--- src/rtl/conv_pkg.sv ---
// Shared types and helpers for the 3x3 convolution window scheduler.
package conv_pkg;

  localparam int unsigned DEFAULT_DATA_WIDTH = 4;

  typedef enum logic [1:0] {
    IDLE,
    STREAM,
    DRAIN,
    DONE
  } state_t;

  // 3x3 window at the default pixel width; [0][0] is the oldest row, leftmost pixel.
  typedef logic [0:2][0:2][DEFAULT_DATA_WIDTH-1:0] window_t;

  // Width that holds 9 * (2^dw - 1)^2 without truncation.
  function automatic int unsigned res_width(input int unsigned dw);
    return 2 * dw + 4;
  endfunction

endpackage

--- src/rtl/conv3_window_scheduler_if.sv ---
// Pixel-in and result-out handshake bundle of the window scheduler.
interface conv3_window_scheduler_if
  import conv_pkg::*;
#(
  parameter int unsigned DATA_WIDTH = 4
);

  localparam int unsigned RW = res_width(DATA_WIDTH);

  logic                  i_pix_valid;
  logic [DATA_WIDTH-1:0] i_pix_data;
  logic                  o_pix_ready;
  logic                  o_res_valid;
  logic [RW-1:0]         o_res_data;
  logic                  i_res_ready;

  modport master (
    output i_pix_valid, i_pix_data, i_res_ready,
    input  o_pix_ready, o_res_valid, o_res_data
  );

  modport slave (
    input  i_pix_valid, i_pix_data, i_res_ready,
    output o_pix_ready, o_res_valid, o_res_data
  );

endinterface

--- src/rtl/conv_res_fifo.sv ---
// Synchronous result FIFO with occupancy count; head reads as zero when empty.
module conv_res_fifo #(
  parameter int unsigned WIDTH = 12,
  parameter int unsigned DEPTH = 4
) (
  input  logic                       i_clk,
  input  logic                       i_rst_n,
  input  logic                       i_push,
  input  logic [WIDTH-1:0]           i_data,
  input  logic                       i_pop,
  output logic [WIDTH-1:0]           o_data,
  output logic                       o_empty,
  output logic [$clog2(DEPTH+1)-1:0] o_count
);

  localparam int unsigned AW = (DEPTH > 1) ? $clog2(DEPTH) : 1;
  localparam int unsigned CNTW = $clog2(DEPTH + 1);
  localparam logic [AW-1:0] PTR_LAST = AW'(DEPTH - 1);
  localparam logic [CNTW-1:0] CNT_FULL = CNTW'(DEPTH);

  logic [WIDTH-1:0] mem [DEPTH];
  logic [AW-1:0]    wr_q, rd_q;
  logic [CNTW-1:0]  cnt_q;
  logic             do_push, do_pop;

  // Qualify requests against occupancy and expose head/status.
  always_comb begin
    o_empty = (cnt_q == '0);
    do_push = i_push && (cnt_q != CNT_FULL);
    do_pop  = i_pop && !o_empty;
    o_data  = o_empty ? '0 : mem[rd_q];
    o_count = cnt_q;
  end

  // Pointer and count update; simultaneous push and pop leave the count unchanged.
  always_ff @(posedge i_clk) begin
    if (!i_rst_n) begin
      wr_q  <= '0;
      rd_q  <= '0;
      cnt_q <= '0;
    end else begin
      if (do_push) wr_q <= (wr_q == PTR_LAST) ? '0 : wr_q + 1'b1;
      if (do_pop)  rd_q <= (rd_q == PTR_LAST) ? '0 : rd_q + 1'b1;
      if (do_push && !do_pop)      cnt_q <= cnt_q + 1'b1;
      else if (do_pop && !do_push) cnt_q <= cnt_q - 1'b1;
    end
  end

  // Storage write; contents need no reset.
  always_ff @(posedge i_clk) begin
    if (do_push) mem[wr_q] <= i_data;
  end

endmodule

--- src/rtl/conv3_window_scheduler.sv ---
// Builds 3x3 windows from a raster pixel stream, feeds a fixed-latency
// convolution core and returns results through a credit-protected FIFO.
module conv3_window_scheduler
  import conv_pkg::*;
#(
  parameter int unsigned DATA_WIDTH   = 4,
  parameter int unsigned IMG_W        = 8,
  parameter int unsigned IMG_H        = 8,
  parameter int unsigned CONV_LATENCY = 2,
  parameter int unsigned RES_DEPTH    = 4
) (
  input  logic                               i_clk,
  input  logic                               i_rst_n,
  input  logic                               i_start,
  input  logic [0:2][0:2][DATA_WIDTH-1:0]    i_kernel,
  output logic                               o_busy,
  output logic                               o_done,
  conv3_window_scheduler_if.slave            bus,
  output logic [0:2][0:2][DATA_WIDTH-1:0]    o_conv_data,
  output logic [0:2][0:2][DATA_WIDTH-1:0]    o_conv_kernel,
  input  logic [res_width(DATA_WIDTH)-1:0]   i_conv_result
);

  localparam int unsigned RW  = res_width(DATA_WIDTH);
  localparam int unsigned XW  = $clog2(IMG_W);
  localparam int unsigned YW  = $clog2(IMG_H);
  localparam int unsigned FCW = $clog2(RES_DEPTH + 1);
  localparam int unsigned CW  = $clog2(RES_DEPTH + CONV_LATENCY + 2) + 1;
  localparam logic [XW-1:0] X_LAST  = XW'(IMG_W - 1);
  localparam logic [YW-1:0] Y_LAST  = YW'(IMG_H - 1);
  localparam logic [XW-1:0] X_ISSUE = XW'(2);
  localparam logic [YW-1:0] Y_ISSUE = YW'(2);
  localparam logic [CW-1:0] DEPTH_C = CW'(RES_DEPTH);

  state_t state_q, state_d;

  logic [XW-1:0]                    x_q;
  logic [YW-1:0]                    y_q;
  logic [0:2][0:2][DATA_WIDTH-1:0]  win_q;
  logic [0:2][0:2][DATA_WIDTH-1:0]  kernel_q;
  logic [DATA_WIDTH-1:0]            lb0 [IMG_W];
  logic [DATA_WIDTH-1:0]            lb1 [IMG_W];
  logic                             issue_q;
  logic [CONV_LATENCY-1:0]          pipe_q;
  logic [FCW-1:0]                   fifo_count;
  logic                             fifo_empty;
  logic [CW-1:0]                    occupancy;
  logic                             pix_ready, pix_acc, last_pix, issue_now;
  logic                             start_acc, push, pop;

  // Credit check: FIFO entries plus windows still travelling through the core.
  always_comb begin
    occupancy = CW'(fifo_count) + CW'(issue_q);
    for (int unsigned i = 0; i < CONV_LATENCY; i++) begin
      occupancy = occupancy + CW'(pipe_q[i]);
    end
    pix_ready = (state_q == STREAM) && (occupancy < DEPTH_C);
    pix_acc   = bus.i_pix_valid && pix_ready;
    last_pix  = (x_q == X_LAST) && (y_q == Y_LAST);
    issue_now = pix_acc && (x_q >= X_ISSUE) && (y_q >= Y_ISSUE);
    push      = pipe_q[CONV_LATENCY-1];
    pop       = !fifo_empty && bus.i_res_ready;
  end

  // Next-state logic for the frame sequencer.
  always_comb begin
    state_d   = state_q;
    start_acc = 1'b0;
    case (state_q)
      IDLE: begin
        if (i_start) begin
          state_d   = STREAM;
          start_acc = 1'b1;
        end
      end
      STREAM:  if (pix_acc && last_pix) state_d = DRAIN;
      DRAIN:   if (!issue_q && (pipe_q == '0) && fifo_empty) state_d = DONE;
      DONE:    state_d = IDLE;
      default: state_d = IDLE;
    endcase
  end

  // State register.
  always_ff @(posedge i_clk) begin
    if (!i_rst_n) state_q <= IDLE;
    else          state_q <= state_d;
  end

  // Raster counters, window shift, kernel latch and issue pipe.
  always_ff @(posedge i_clk) begin
    if (!i_rst_n) begin
      x_q      <= '0;
      y_q      <= '0;
      win_q    <= '0;
      kernel_q <= '0;
      issue_q  <= 1'b0;
      pipe_q   <= '0;
    end else begin
      if (start_acc) begin
        kernel_q <= i_kernel;
        x_q      <= '0;
        y_q      <= '0;
      end
      issue_q   <= issue_now;
      pipe_q[0] <= issue_q;
      for (int unsigned i = 1; i < CONV_LATENCY; i++) begin
        pipe_q[i] <= pipe_q[i-1];
      end
      if (pix_acc) begin
        for (int unsigned r = 0; r < 3; r++) begin
          win_q[r][0] <= win_q[r][1];
          win_q[r][1] <= win_q[r][2];
        end
        win_q[0][2] <= lb1[x_q];
        win_q[1][2] <= lb0[x_q];
        win_q[2][2] <= bus.i_pix_data;
        if (x_q == X_LAST) begin
          x_q <= '0;
          y_q <= (y_q == Y_LAST) ? '0 : y_q + 1'b1;
        end else begin
          x_q <= x_q + 1'b1;
        end
      end
    end
  end

  // Line buffers: row y-2 in lb1, row y-1 in lb0, addressed by column.
  always_ff @(posedge i_clk) begin
    if (pix_acc) begin
      lb1[x_q] <= lb0[x_q];
      lb0[x_q] <= bus.i_pix_data;
    end
  end

  conv_res_fifo #(
    .WIDTH (RW),
    .DEPTH (RES_DEPTH)
  ) u_fifo (
    .i_clk   (i_clk),
    .i_rst_n (i_rst_n),
    .i_push  (push),
    .i_data  (i_conv_result),
    .i_pop   (pop),
    .o_data  (bus.o_res_data),
    .o_empty (fifo_empty),
    .o_count (fifo_count)
  );

  // Output drive.
  always_comb begin
    o_busy          = (state_q != IDLE);
    o_done          = (state_q == DONE);
    bus.o_pix_ready = pix_ready;
    bus.o_res_valid = !fifo_empty;
    o_conv_data     = win_q;
    o_conv_kernel   = kernel_q;
  end

endmodule

--- src/flat_wrapper.sv ---
// flat-port wrapper written by rule: the top's interface ports become plain ports
module conv3_window_scheduler_flat import conv_pkg::*;
#(
  parameter int unsigned DATA_WIDTH   = 4,
  parameter int unsigned IMG_W        = 8,
  parameter int unsigned IMG_H        = 8,
  parameter int unsigned CONV_LATENCY = 2,
  parameter int unsigned RES_DEPTH    = 4
)
  (i_clk, i_rst_n, i_start, i_kernel, o_busy, o_done, o_conv_data, o_conv_kernel, i_conv_result, bus_i_pix_valid, bus_i_pix_data, bus_i_res_ready, bus_o_pix_ready, bus_o_res_valid, bus_o_res_data);
  conv3_window_scheduler_if #(.DATA_WIDTH(DATA_WIDTH)) bus_i ();
  input  logic i_clk;
  input  logic i_rst_n;
  input  logic i_start;
  input  logic [0:2][0:2][DATA_WIDTH-1:0] i_kernel;
  output logic o_busy;
  output logic o_done;
  output logic [0:2][0:2][DATA_WIDTH-1:0] o_conv_data;
  output logic [0:2][0:2][DATA_WIDTH-1:0] o_conv_kernel;
  input  logic [res_width(DATA_WIDTH)-1:0] i_conv_result;
  input wire logic [$bits(bus_i.i_pix_valid)-1:0] bus_i_pix_valid;
  input wire logic [$bits(bus_i.i_pix_data)-1:0] bus_i_pix_data;
  input wire logic [$bits(bus_i.i_res_ready)-1:0] bus_i_res_ready;
  output wire logic [$bits(bus_i.o_pix_ready)-1:0] bus_o_pix_ready;
  output wire logic [$bits(bus_i.o_res_valid)-1:0] bus_o_res_valid;
  output wire logic [$bits(bus_i.o_res_data)-1:0] bus_o_res_data;
  assign bus_i.i_pix_valid = bus_i_pix_valid;
  assign bus_i.i_pix_data = bus_i_pix_data;
  assign bus_i.i_res_ready = bus_i_res_ready;
  assign bus_o_pix_ready = bus_i.o_pix_ready;
  assign bus_o_res_valid = bus_i.o_res_valid;
  assign bus_o_res_data = bus_i.o_res_data;
  conv3_window_scheduler #(.DATA_WIDTH(DATA_WIDTH), .IMG_W(IMG_W), .IMG_H(IMG_H), .CONV_LATENCY(CONV_LATENCY), .RES_DEPTH(RES_DEPTH)) u_core (.i_clk(i_clk), .i_rst_n(i_rst_n), .i_start(i_start), .i_kernel(i_kernel), .o_busy(o_busy), .o_done(o_done), .bus(bus_i), .o_conv_data(o_conv_data), .o_conv_kernel(o_conv_kernel), .i_conv_result(i_conv_result));
endmodule
--- config.mk ---
export PLATFORM = sky130hd
export DESIGN_NAME = conv3_window_scheduler_flat
export DESIGN_NICKNAME = d
export VERILOG_FILES = /design/src/rtl/conv_pkg.sv /design/src/rtl/conv3_window_scheduler_if.sv /design/src/rtl/conv_res_fifo.sv /design/src/rtl/conv3_window_scheduler.sv /design/src/flat_wrapper.sv
export SDC_FILE = /design/constraint.sdc
export NUM_CORES = 1
export LEC_CHECK = 0
export CAP_MARGIN = 20
export CELL_PAD_IN_SITES_DETAIL_PLACEMENT = 2
export CELL_PAD_IN_SITES_GLOBAL_PLACEMENT = 2
export CORE_MARGIN = 2
export CORE_UTILIZATION = 35
export CTS_CLUSTER_SIZE = 14
export DETAILED_ROUTE_END_ITERATION = 6
export PLACE_DENSITY_LB_ADDON = 0.05
export SYNTH_ARGS = -nofsm -noshare
export SYNTH_HDL_FRONTEND = slang
export SYNTH_SLANG_ARGS = --single-unit
export TNS_END_PERCENT = 5
--- constraint.sdc ---
create_clock -name i_clk -period 3.5 [get_ports i_clk]
set_input_delay 0.35 -clock i_clk [delete_from_list [all_inputs] [get_ports i_clk]]
set_output_delay 0.35 -clock i_clk [all_outputs]
set_load 0.01 [all_outputs]
==> impl_results.md, run 1 <==
- Outcome: finished, final reports clean
- Kind of critical path: reg2out
- Vias per inst: between 4 and 5
- Routed wire length per instance: a little over 20 um
- Gate family responsible for the most delay along the worst path: buffers and inverters
- Total Power Consumption: about 6.3 mW
- Detailed placement HPWL: about 15,000 um
- Worst skew pair latency: about 520 ps
- Area enclosed by the die boundary: approximately 24,000 sq um
- Achievable frequency: about 310 MHz
- Global-route wire length before repair: 34,520 um
- Final min period: 3254 ps
- Max-slew headroom at the worst pin: between 30% and 40%
- Slew at the pin closest to its max-slew limit: 942.0 ps
- Setup Skew: 22.82 ps
- Area of the placeable core: approximately 23,000 sq um
- Post-Syn Nets: 692
- Req. time, crit path: ~3200 ps
- Peak supply drop: 300.4 uV
- Placement Rows: 55
- Number of max-slew violations in the final report: 0
- Number of synthesis warnings: 0
- Post-synthesis async set-or-reset flop share: 0%
- Unique cell type count in the Yosys netlist: 36
- Final Cycle Share: roughly 93%
- Hold Crit Class: in2reg
- Area Growth Syn to Fin: 31.71%
- Area of the mapped netlist: ~8100 sq um
- Post-route core utilization: a little under half
- Number of global-route vias before repair: a little over 6k
- Post-synthesis area per instance: approximately 13 sq um
- Setup violation total in the final timing report: 0
- Gr usage total: between 10% and 20%
- Dominant register cell in the synthesized netlist: sky130_fd_sc_hd__edfxtp_1
- Grt ovf: 0
- Kind of launch point of the worst setup path: flip-flop
- First-pass DRT Iterations: 4
- Antenna diode count: 0
- Biggest fanout along the worst timing path: 5
- Final weighted congestion in routability-driven placement: between 0.7 and 0.8
- TritonCTS clock tree: built
- Count of buffer and inverter cells on the critical path: 3
- Number of synthesized register bits: about 210
- Unrepaired setup endpoints after global routing: false
- Pin count of the biggest net entering global routing: 59
- Number of input and output port buffers inserted: ~140
- Sort of element at the end of the critical path: primary output
- Antenna violations before repair: 0
- Top cells by area, synth: sky130_fd_sc_hd__edfxtp_1, sky130_fd_sc_hd__dfxtp_1, sky130_fd_sc_hd__mux4_2
- Max clock buf depth: 3
- Lkg Pwr: ~3.6 nW
- Count of flip-flops with a built-in enable after synthesis: approximately 110
- Final setup TNS: 0 ps
- Final count of hold timing violations: 0
- Arrival time worst endpoint: about 2900 ps
- Most Frequent Cell on Critical Path: sky130_fd_sc_hd__inv_1
- Share of Yosys cell area claimed by the top area cell type: 41.68%
- Yosys top cell by area: sky130_fd_sc_hd__edfxtp_1
- Fin cells: between 1k and 1.5k
- Number of cells produced by synthesis: just over 600
- Clock sink total: 207
- Initial Utilization: between 30% and 40%
- Remaining antenna violation count after routing: 0
- Horizontal extent of the die: about 160 um
- Fraction of the yosys area taken by sequential cells: roughly two thirds
- Clock tree root buffer cell: sky130_fd_sc_hd__clkbuf_16
- Detailed-route wire length: roughly 22,000 um
- Vias: 5,310
- Most common library cell in the layout ignoring fill and taps: sky130_fd_sc_hd__clkdlybuf4s50_1
- Critical-path cell with the highest stage delay: sky130_fd_sc_hd__clkdlybuf4s50_1
- Number of top-level pins: about 150
- Pwr Density: slightly below 600 nW/um^2
- Critical path cell sequence: inv_1 -> fa_1 -> inv_1 -> ha_1 -> nand3b_1 -> nor4b_2 -> clkdlybuf4s50_1
- CTS HTree Levels: 1
- Die Ht: 155.8 um
- Commonest cells after routing, fill and taps aside: sky130_fd_sc_hd__clkdlybuf4s50_1, sky130_fd_sc_hd__nand2_1, sky130_fd_sc_hd__edfxtp_1, sky130_fd_sc_hd__dfxtp_1, sky130_fd_sc_hd__a21boi_1
- Layout cell share with drive strength beyond 1: around 11%
- Max-cap viol count: 0
- Worst Hold Slack: approximately 390 ps
- Residual DRC count: 0
- Violation count after the first detailed-route iteration: 192
- NumNets Final: approximately 840
- Placed cell count: about 1.0k
- Clock buffers created by TritonCTS: 24
- Clock slew seen by the registers of the worst setup and hold paths: 60 ps
- Crit path largest cell delay: a little over 600 ps
## cell families after synthesis
| logic type | synth area share, % |
|---|---|
| compound gates | 8.280 |
| flops | 65.25 |
| simple gates | 11.04 |
| buf+inv | 2.434 |
| xor+xnor | 0.2171 |
| fa+ha+maj | 3.287 |
| mux | 9.490 |
## cells in the mapped netlist (2+ instances only)
master	instances
sky130_fd_sc_hd__or3_1	5
sky130_fd_sc_hd__a21oi_1	4
sky130_fd_sc_hd__nand3_1	7
sky130_fd_sc_hd__buf_1	4
sky130_fd_sc_hd__mux2i_1	9
sky130_fd_sc_hd__buf_2	4
sky130_fd_sc_hd__edfxtp_1	112
sky130_fd_sc_hd__a21boi_1	59
sky130_fd_sc_hd__nor2b_1	3
sky130_fd_sc_hd__nand2_1	139
sky130_fd_sc_hd__a21boi_0	13
sky130_fd_sc_hd__and2_1	20
sky130_fd_sc_hd__ha_1	18
sky130_fd_sc_hd__fa_1	2
sky130_fd_sc_hd__and3_1	2
sky130_fd_sc_hd__o21a_1	2
sky130_fd_sc_hd__mux4_2	28
sky130_fd_sc_hd__mux2_2	4
sky130_fd_sc_hd__nor3_1	5
sky130_fd_sc_hd__clkbuf_1	29
sky130_fd_sc_hd__nor4b_1	2
sky130_fd_sc_hd__o21ai_1	7
sky130_fd_sc_hd__nor2_1	14
sky130_fd_sc_hd__inv_1	14
sky130_fd_sc_hd__o21ai_0	3
sky130_fd_sc_hd__nor4_1	2
sky130_fd_sc_hd__dfxtp_1	95
## worst paths after layout
check,startpoint,end,slack [ps],cells after the start
worst max-delay path,u_core.u_fifo.o_count[0]$_SDFFE_PN0P_,bus_o_pix_ready,250,7
worst min-delay path,i_kernel[33],u_core.o_conv_kernel[33]$_SDFFE_PN0P_,390,3
worst max register to register,u_core.u_fifo.o_count[0]$_SDFFE_PN0P_,u_core.lb1[6][1]$_DFFE_PP_,670,9
worst min register to register,u_core.o_conv_kernel[21]$_SDFFE_PN0P_,u_core.o_conv_kernel[21]$_SDFFE_PN0P_,450,2
## flip-flops by register name, summed over array words and instances (netlist names), named ones only
register	flops
u_core.pipe_q	2
u_core.issue_q	1
u_core.lb1	32
u_core.o_conv_data	36
u_core.lb0	32
u_core.state_q	2
u_core.u_fifo.rd_q	2
u_core.u_fifo.wr_q	2
u_core.u_fifo.o_count	3
u_core.x_q	3
u_core.y_q	3
u_core.u_fifo.mem	48
u_core.o_conv_kernel	36
## per-layer routing
layer	track usage (%)	vias up	part of all wire, %
met1	21.60	2660	41
met4	4.019	0	1.3
met3	5.139	21	7.0
li1	-	2481	-
met2	32.83	148	51
met5	0	-	0
## layout make-up
cell class	instances	area [sq um]
inverter	14	52.55
timing repair buffer	162	1572
fill	2229	12010
multi-input combinational	357	2616
tap	285	356.6
clock buffer	32	654.4
clock inverter	11	111.4
sequential	207	5265
## worst reg2reg max path, stage by stage (launching register included)
cell and delay [ps]:
sky130_fd_sc_hd__dfxtp_1 440, sky130_fd_sc_hd__inv_1 100, sky130_fd_sc_hd__fa_1 440, sky130_fd_sc_hd__inv_1 70
sky130_fd_sc_hd__ha_1 220, sky130_fd_sc_hd__nand3b_1 170, sky130_fd_sc_hd__and2_1 190, sky130_fd_sc_hd__nand2_1 130
sky130_fd_sc_hd__nor3b_1 550, sky130_fd_sc_hd__buf_4 250
## what timing repair did
| item | CTS | global route |
|---|---|---|
| hold buffers | 0 | 0 |
| resized for setup | 0 | 1 |
| setup buffers | 0 | 0 |
| setup endpoints to repair | 0 | 1 |
| hold endpoints to repair | 0 | 0 |
## per-stage QoR
step	instance area (sq um)	setup WS [ps]
after floorplan	8069	500.6
after global placement	9856	706.7
after detailed placement	9856	602.6
after CTS	10620	30.98
after global routing	10630	74.08
final	10630	246.0
## report_power, final
group,leakage (nW),switching (mW),internal [mW]
sequential,1.78,0.113,2.73
combinational,1.49,0.557,0.481
clock,0.378,0.962,1.46
total,3.64,1.63,4.66
Power figures use the tool's default switching activity.
==> run 2, diff against run 1 <==
--- a/config.mk
+++ b/config.mk
@@ -9,7 +9,7 @@
 export CELL_PAD_IN_SITES_DETAIL_PLACEMENT = 2
 export CELL_PAD_IN_SITES_GLOBAL_PLACEMENT = 2
 export CORE_MARGIN = 2
-export CORE_UTILIZATION = 35
+export CORE_UTILIZATION = 32
 export CTS_CLUSTER_SIZE = 14
 export DETAILED_ROUTE_END_ITERATION = 6
 export PLACE_DENSITY_LB_ADDON = 0.05
==> constraint.sdc (replaced) <==
create_clock -name i_clk -period 2.7 [get_ports i_clk]
set_input_delay 0.27 -clock i_clk [delete_from_list [all_inputs] [get_ports i_clk]]
set_output_delay 0.27 -clock i_clk [all_outputs]
set_load 0.01 [all_outputs]
==> run 2 against run 1 <==
Global-route usage decreased by 2.1 points; clock skew fell by 1.7 ps; die area grew 9.1%; core utilization down 3.8 points; largest power group unchanged.
==> impl_results.md, run 2 (synthesis gave the netlist of run 1 again) <==
- Worst path setup slack after routing: 113.2 ps (was 246.0 ps)
- Hold Crit Class: in2reg (unchanged)
- TritonCTS clock tree: built (unchanged)
- Max-slew headroom at the worst pin: 50.82% (was 37.20%)
- Routed wire length per instance: 18.88 um (was 20.40 um)
- Initial Utilization: 32.32% (was 35.64%)
- Critical path cell sequence: inv_1 -> fa_1 -> inv_1 -> ha_1 -> nand3b_1 -> buf_4 -> and2_1 -> nand2_1 -> nor3b_1 -> buf_4 (was inv_1 -> fa_1 -> inv_1 -> ha_1 -> nand3b_1 -> nor4b_2 -> clkdlybuf4s50_1)
- Global-route wire length before repair: 33,570 um (was 34,520 um)
- Most common library cell in the layout ignoring fill and taps: sky130_fd_sc_hd__clkdlybuf4s50_1 (unchanged)
- Commonest cells after routing, fill and taps aside: sky130_fd_sc_hd__clkdlybuf4s50_1, sky130_fd_sc_hd__nand2_1, sky130_fd_sc_hd__edfxtp_1, sky130_fd_sc_hd__dfxtp_1, sky130_fd_sc_hd__a21boi_1 (unchanged)
- Post-Place Setup Slack: 154.4 ps (was 602.6 ps)
- Kind of launch point of the worst setup path: flip-flop (unchanged)
- Detailed-route wire length: 21,200 um (was 21,780 um)
- Arrival time worst endpoint: 2820 ps (was 2900 ps)
- Achievable frequency: about 390 MHz
- Violation count after the first detailed-route iteration: 195 (was 192)
- Number of flip-flops in the largest register: 48 (unchanged)
- Area of the placeable core: 24,960 sq um (was 22,640 sq um)
- First-pass DRT Iterations: 4 (unchanged)
- Remaining antenna violation count after routing: 0 (unchanged)
- Setup violation total in the final timing report: 0 (unchanged)
- Final count of hold timing violations: 0 (unchanged)
- Largest reg by FF count: u_core.u_fifo.mem (unchanged)
- Max clock buf depth: 3 (unchanged)
- CTS HTree Levels: 1 (unchanged)
- Pwr Density: 758.0 nW/um^2 (was 592.4 nW/um^2)
- Clock slew seen by the registers of the worst setup and hold paths: 60 ps (about the same)
- Standard cell area after detailed placement: 9991 sq um (was 9856 sq um)
- Worst skew pair latency: 520 ps (about the same)
- Number of global-route vias before repair: 5,978 (was 6,094)
- Residual DRC count: 0 (unchanged)
- Req. time, crit path: 2930 ps (was 3150 ps)
- Max-cap viol count: 0 (unchanged)
- Number of top-level pins: 145 (unchanged)
- Total Power Consumption: 8.168 mW (was 6.296 mW)
- Lkg Pwr: 3.715 nW (was 3.644 nW)
- NumNets Final: 852 (was 843)
- Area Growth Syn to Fin: 33.54% (was 31.71%)
- Setup Skew: 21.16 ps (was 22.82 ps)
- Biggest fanout along the worst timing path: 5 (unchanged)
- Final Cycle Share: 95.81%
- Antenna violations before repair: 0 (unchanged)
- Sort of element at the end of the critical path: flip-flop (was primary output)
- Final design area excluding fillers: 10,780 sq um (was 10,630 sq um)
- Layout cell share with drive strength beyond 1: 13.24% (was 11.49%)
- Outcome: finished, final reports clean (unchanged)
- Pin count of the biggest net entering global routing: 93 (was 59)
- Detailed placement HPWL: 14,270 um (was 15,100 um)
- Post-route core utilization: 43.16% (was 46.94%)
- Kind of critical path: reg2reg (was reg2out)
- Clock buffers created by TritonCTS: 24 (unchanged)
- Critical-path cell with the highest stage delay: sky130_fd_sc_hd__fa_1 (was sky130_fd_sc_hd__clkdlybuf4s50_1)
- Peak supply drop: 336.1 uV (was 300.4 uV)
- Slew at the pin closest to its max-slew limit: 737.7 ps (was 942.0 ps)
- Clock tree root buffer cell: sky130_fd_sc_hd__clkbuf_16 (unchanged)
- Grt ovf: 0 (unchanged)
- Number of input and output port buffers inserted: 144 (unchanged)
- Final weighted congestion in routability-driven placement: 0.7363 (was 0.7177)
- Crit path largest cell delay: 410 ps (was 610 ps)
- Area enclosed by the die boundary: 26,500 sq um (was 24,280 sq um)
- Number of max-slew violations in the final report: 0 (unchanged)
- Final setup TNS: 0 ps (unchanged)
- Clock sink total: 207 (unchanged)
- Horizontal extent of the die: 162.8 um (was 155.8 um)
- Vias per inst: 4.729 (was 4.972)
- Vias: 5,311 (was 5,310)
- Unrepaired setup endpoints after global routing: false (unchanged)
- Die Ht: 162.8 um (was 155.8 um)
- Gr usage total: 16.15% (was 18.20%)
- Antenna diode count: 0 (unchanged)
- Final min period: 2587 ps
- Placement Rows: 58 (was 55)
## run 2: stage by stage
step / std cells / hold WS [ps]
final: 1123 / 276.9
after global routing: 1123 / 305.9
after CTS: 1123 / 286.2
after detailed placement: 1078 / 447.1
after global placement: 1078 / 440.8
after floorplan: 615 / 368.9
## run 2: area by class of cell
cell class | count | area [sq um]
flip-flops and latches | 207 | 5265
clock inverters | 12 | 95.09
fillers | 2505 | 14190
multi-input cells | 357 | 2631
well taps | 330 | 412.9
inverters | 14 | 52.55
repair buffers | 171 | 1647
clock buffers | 32 | 671.9
## run 2: where the power goes
group	switching [mW]	internal (mW)	leakage, nW
clock network	1.28	1.85	0.386
logic	0.740	0.631	1.55
registers	0.133	3.53	1.78
## run 2: worst paths after layout
path / from / to / slack [ps] / cells past startpoint
max: u_core.u_fifo.o_count[0]$_SDFFE_PN0P_ / u_core.lb1[6][3]$_DFFE_PP_ / 110 / 10
min: i_rst_n / u_core.o_conv_data[35]$_SDFFE_PN0P_ / 280 / 3
max reg2reg: u_core.u_fifo.o_count[0]$_SDFFE_PN0P_ / u_core.lb1[6][3]$_DFFE_PP_ / 110 / 10
min reg2reg: u_core.o_conv_kernel[18]$_SDFFE_PN0P_ / u_core.o_conv_kernel[18]$_SDFFE_PN0P_ / 450 / 2
## run 2: worst max-delay path: cells and delay by family (launching register included)
| family | cells | cell delay [ps] |
|---|---|---|
| flops | 1 | 330 |
| buf+inv | 4 | 530 |
| fa+ha+maj | 2 | 640 |
| simple gates | 4 | 780 |
## run 2: repair_timing
action | CTS | global route
hold buffers | 0 | 0
cloned | 0 | 0
buffers inserted | 1 | 0
endpoints found under the setup margin | 1 | 1
gates resized for setup | 2 | 3
## run 2: per-layer routing
| metal | global-route usage, % | up-vias | share of wire (%) |
|---|---|---|---|
| met2 | 27.45 | 129 | 49 |
| met1 | 20.49 | 2663 | 43 |
| met4 | 4.063 | 0 | 2.0 |
| li1 | - | 2490 | - |
| met3 | 4.304 | 29 | 6.1 |
| met5 | 0 | - | 0 |
==> run 3, diff against run 2 <==
--- a/config.mk
+++ b/config.mk
@@ -8,7 +8,7 @@
 export CAP_MARGIN = 20
 export CELL_PAD_IN_SITES_DETAIL_PLACEMENT = 2
 export CELL_PAD_IN_SITES_GLOBAL_PLACEMENT = 2
-export CORE_MARGIN = 2
+export CORE_MARGIN = 5
 export CORE_UTILIZATION = 32
 export CTS_CLUSTER_SIZE = 14
 export DETAILED_ROUTE_END_ITERATION = 6
==> run 3 against run 2 <==
Core utilization about the same; power increased by 3.0%; wire length decreased by 0.82%; critical path depth decreased by 6; largest cell class unchanged.
==> impl_results.md, run 3 (synthesis gave the netlist of run 1 again) <==
- Outcome: finished, final reports clean (unchanged)
- Antenna diode count: 0 (unchanged)
- Worst skew pair latency: 510 ps (was 520 ps)
- Clock sink total: 207 (unchanged)
- Routed wire length per instance: 18.81 um (was 18.88 um)
- Final design area excluding fillers: 10,800 sq um (was 10,780 sq um)
- Most common library cell in the layout ignoring fill and taps: sky130_fd_sc_hd__clkdlybuf4s50_1 (unchanged)
- Number of flip-flops in the largest register: 48 (unchanged)
- Placed cell count: 1,075 (was 1,078)
- Vias per inst: 4.727 (was 4.729)
- Grt ovf: 0 (unchanged)
- Peak supply drop: 396.4 uV (was 336.1 uV)
- Count of buffer and inverter cells on the critical path: 2 (was 4)
- Number of input and output port buffers inserted: 144 (unchanged)
- Area of the placeable core: 25,040 sq um (was 24,960 sq um)
- Critical-path cell with the highest stage delay: sky130_fd_sc_hd__mux4_2 (was sky130_fd_sc_hd__fa_1)
- Slew at the pin closest to its max-slew limit: 739.2 ps (was 737.7 ps)
- Initial Utilization: 32.23% (was 32.32%)
- Lkg Pwr: 3.709 nW (was 3.715 nW)
- Worst Reg2Reg Path Length in Cells: 10 (unchanged)
- Gate family responsible for the most delay along the worst path: buffers and inverters (was simple AND/OR/NAND/NOR gates)
- Setup violation total in the final timing report: 0 (unchanged)
- Number of max-slew violations in the final report: 0 (unchanged)
- Critical path cell sequence: buf_4 -> mux4_2 -> and2_1 -> clkdlybuf4s50_1 (was inv_1 -> fa_1 -> inv_1 -> ha_1 -> nand3b_1 -> buf_4 -> and2_1 -> nand2_1 -> nor3b_1 -> buf_4)
- Pin count of the biggest net entering global routing: 43 (was 93)
- Max-slew headroom at the worst pin: 50.72% (was 50.82%)
- Number of cells on the critical path: 4 (was 10)
- Kind of launch point of the worst setup path: flip-flop (unchanged)
- CTS HTree Levels: 1 (unchanged)
- Clock slew seen by the registers of the worst setup and hold paths: 60 ps (about the same)
- Global-route wire length before repair: 33,760 um (was 33,570 um)
- Clock tree root buffer cell: sky130_fd_sc_hd__clkbuf_16 (unchanged)
- Remaining antenna violation count after routing: 0 (unchanged)
- Unrepaired setup endpoints after global routing: false (unchanged)
- Biggest fanout along the worst timing path: 12 (was 5)
- NumNets Final: 848 (was 852)
- Achievable frequency: 390.3 MHz (was 386.6 MHz)
- Number of buffers inserted to repair setup after CTS: 0 (was 1)
- Arrival time worst endpoint: 2290 ps (was 2820 ps)
- Largest reg by FF count: u_core.u_fifo.mem (unchanged)
- Worst path setup slack after routing: 138.0 ps (was 113.2 ps)
- Kind of critical path: reg2out (was reg2reg)
- Violation count after the first detailed-route iteration: 249 (was 195)
- Die Ht: 168.8 um (was 162.8 um)
- Final Cycle Share: 94.89% (was 95.81%)
- Commonest cells after routing, fill and taps aside: sky130_fd_sc_hd__clkdlybuf4s50_1, sky130_fd_sc_hd__nand2_1, sky130_fd_sc_hd__edfxtp_1, sky130_fd_sc_hd__dfxtp_1, sky130_fd_sc_hd__a21boi_1 (unchanged)
- Detailed-route wire length: 21,030 um (was 21,200 um)
- Cts-stage hold buffer count: 0 (unchanged)
- Worst Hold Slack: 309.1 ps (was 276.9 ps)
- Clock buffers created by TritonCTS: 24 (unchanged)
- First-pass DRT Iterations: 4 (unchanged)
- Detailed placement HPWL: 14,400 um (was 14,270 um)
- Number of global-route vias before repair: 5,976 (was 5,978)
- Placement Rows: 58 (unchanged)
- Fin cells: 1,118 (was 1,123)
- Pwr Density: 779.1 nW/um^2 (was 758.0 nW/um^2)
- Horizontal extent of the die: 168.8 um (was 162.8 um)
- Standard cell area after detailed placement: 9956 sq um (was 9991 sq um)
- Req. time, crit path: 2430 ps (was 2930 ps)
- Total Power Consumption: 8.416 mW (was 8.168 mW)
- Post-Place Setup Slack: 96.47 ps (was 154.4 ps)
- Final count of hold timing violations: 0 (unchanged)
- Vias: 5,285 (was 5,311)
- Sort of element at the end of the critical path: primary output (was flip-flop)
- Crit path largest cell delay: 560 ps (was 410 ps)
- Final min period: 2562 ps (was 2587 ps)
- Antenna violations before repair: 0 (unchanged)
- Max-cap viol count: 0 (unchanged)
- Max clock buf depth: 3 (unchanged)
- WHS Path Cells: 3 (unchanged)
- Layout cell share with drive strength beyond 1: 12.56% (was 13.24%)
- Number of top-level pins: 145 (unchanged)
- TritonCTS clock tree: built (unchanged)
- Gr usage total: 14.73% (was 16.15%)
- Final weighted congestion in routability-driven placement: 0.7278 (was 0.7363)
- Residual DRC count: 0 (unchanged)
- Setup Skew: 7.814 ps (was 21.16 ps)
- Area Growth Syn to Fin: 33.87% (was 33.54%)
- Hold Crit Class: in2reg (unchanged)
- Area enclosed by the die boundary: 28,490 sq um (was 26,500 sq um)
run 3: through the flow:
stage / TNS (ps) / util (%)
floorplan: -3869 / -
global placement: 0 / 39.77
detailed placement: 0 / 39.77
CTS: 0 / 43.16
global route: 0 / 43.14
finish: 0 / 43.14
run 3: area by class of cell:
type | count | area (sq um)
clock inverter | 10 | 150.1
timing repair buffer | 167 | 1604
multi-input combinational | 357 | 2631
tap | 330 | 412.9
fill | 2521 | 14230
sequential | 207 | 5265
inverter | 14 | 52.55
clock buffer | 33 | 685.7
run 3: final timing paths:
kind                                        from  slack (ps)                                   end
max                                    flip-flop         140                     bus_o_res_data[4]
min                                  i_kernel[9]         310  u_core.o_conv_kernel[9]$_SDFFE_PN0P_
max reg2reg          u_core.pipe_q[0]$_SDFF_PN0_         230            u_core.lb0[6][1]$_DFFE_PP_
min reg2reg  u_core.o_conv_data[35]$_SDFFE_PN0P_         450   u_core.o_conv_data[35]$_SDFFE_PN0P_
run 3: routing by layer:
layer | vias up | GRT usage (%) | routed length (um) | share of wire (%)
met3 | 33 | 4.297 | 1356 | 6.4
met1 | 2639 | 19.03 | 9035 | 43
li1 | 2488 | - | - | -
met2 | 125 | 24.71 | 10220 | 49
met5 | - | 0 | 0 | 0
met4 | 0 | 3.176 | 418 | 2.0
run 3: power by group:
group | switching (mW) | total [mW] | internal [mW] | leakage [nW]
combinational | 0.748 | 1.37 | 0.621 | 1.52
sequential | 0.123 | 3.66 | 3.53 | 1.78
clock | 1.24 | 3.39 | 2.15 | 0.407
total | 2.11 | 8.42 | 6.30 | 3.71
run 3: timing repair:
| action | CTS | global route |
|---|---|---|
| hold endpoints to repair | 0 | 0 |
| endpoints found under the setup margin | 1 | 1 |
| resized for setup | 3 | 2 |
run 3: tightest hold or removal path, stage by stage:
cell and delay, ps:
sky130_fd_sc_hd__clkdlybuf4s50_1 390, sky130_fd_sc_hd__nand2_1 50, sky130_fd_sc_hd__a21boi_1 50
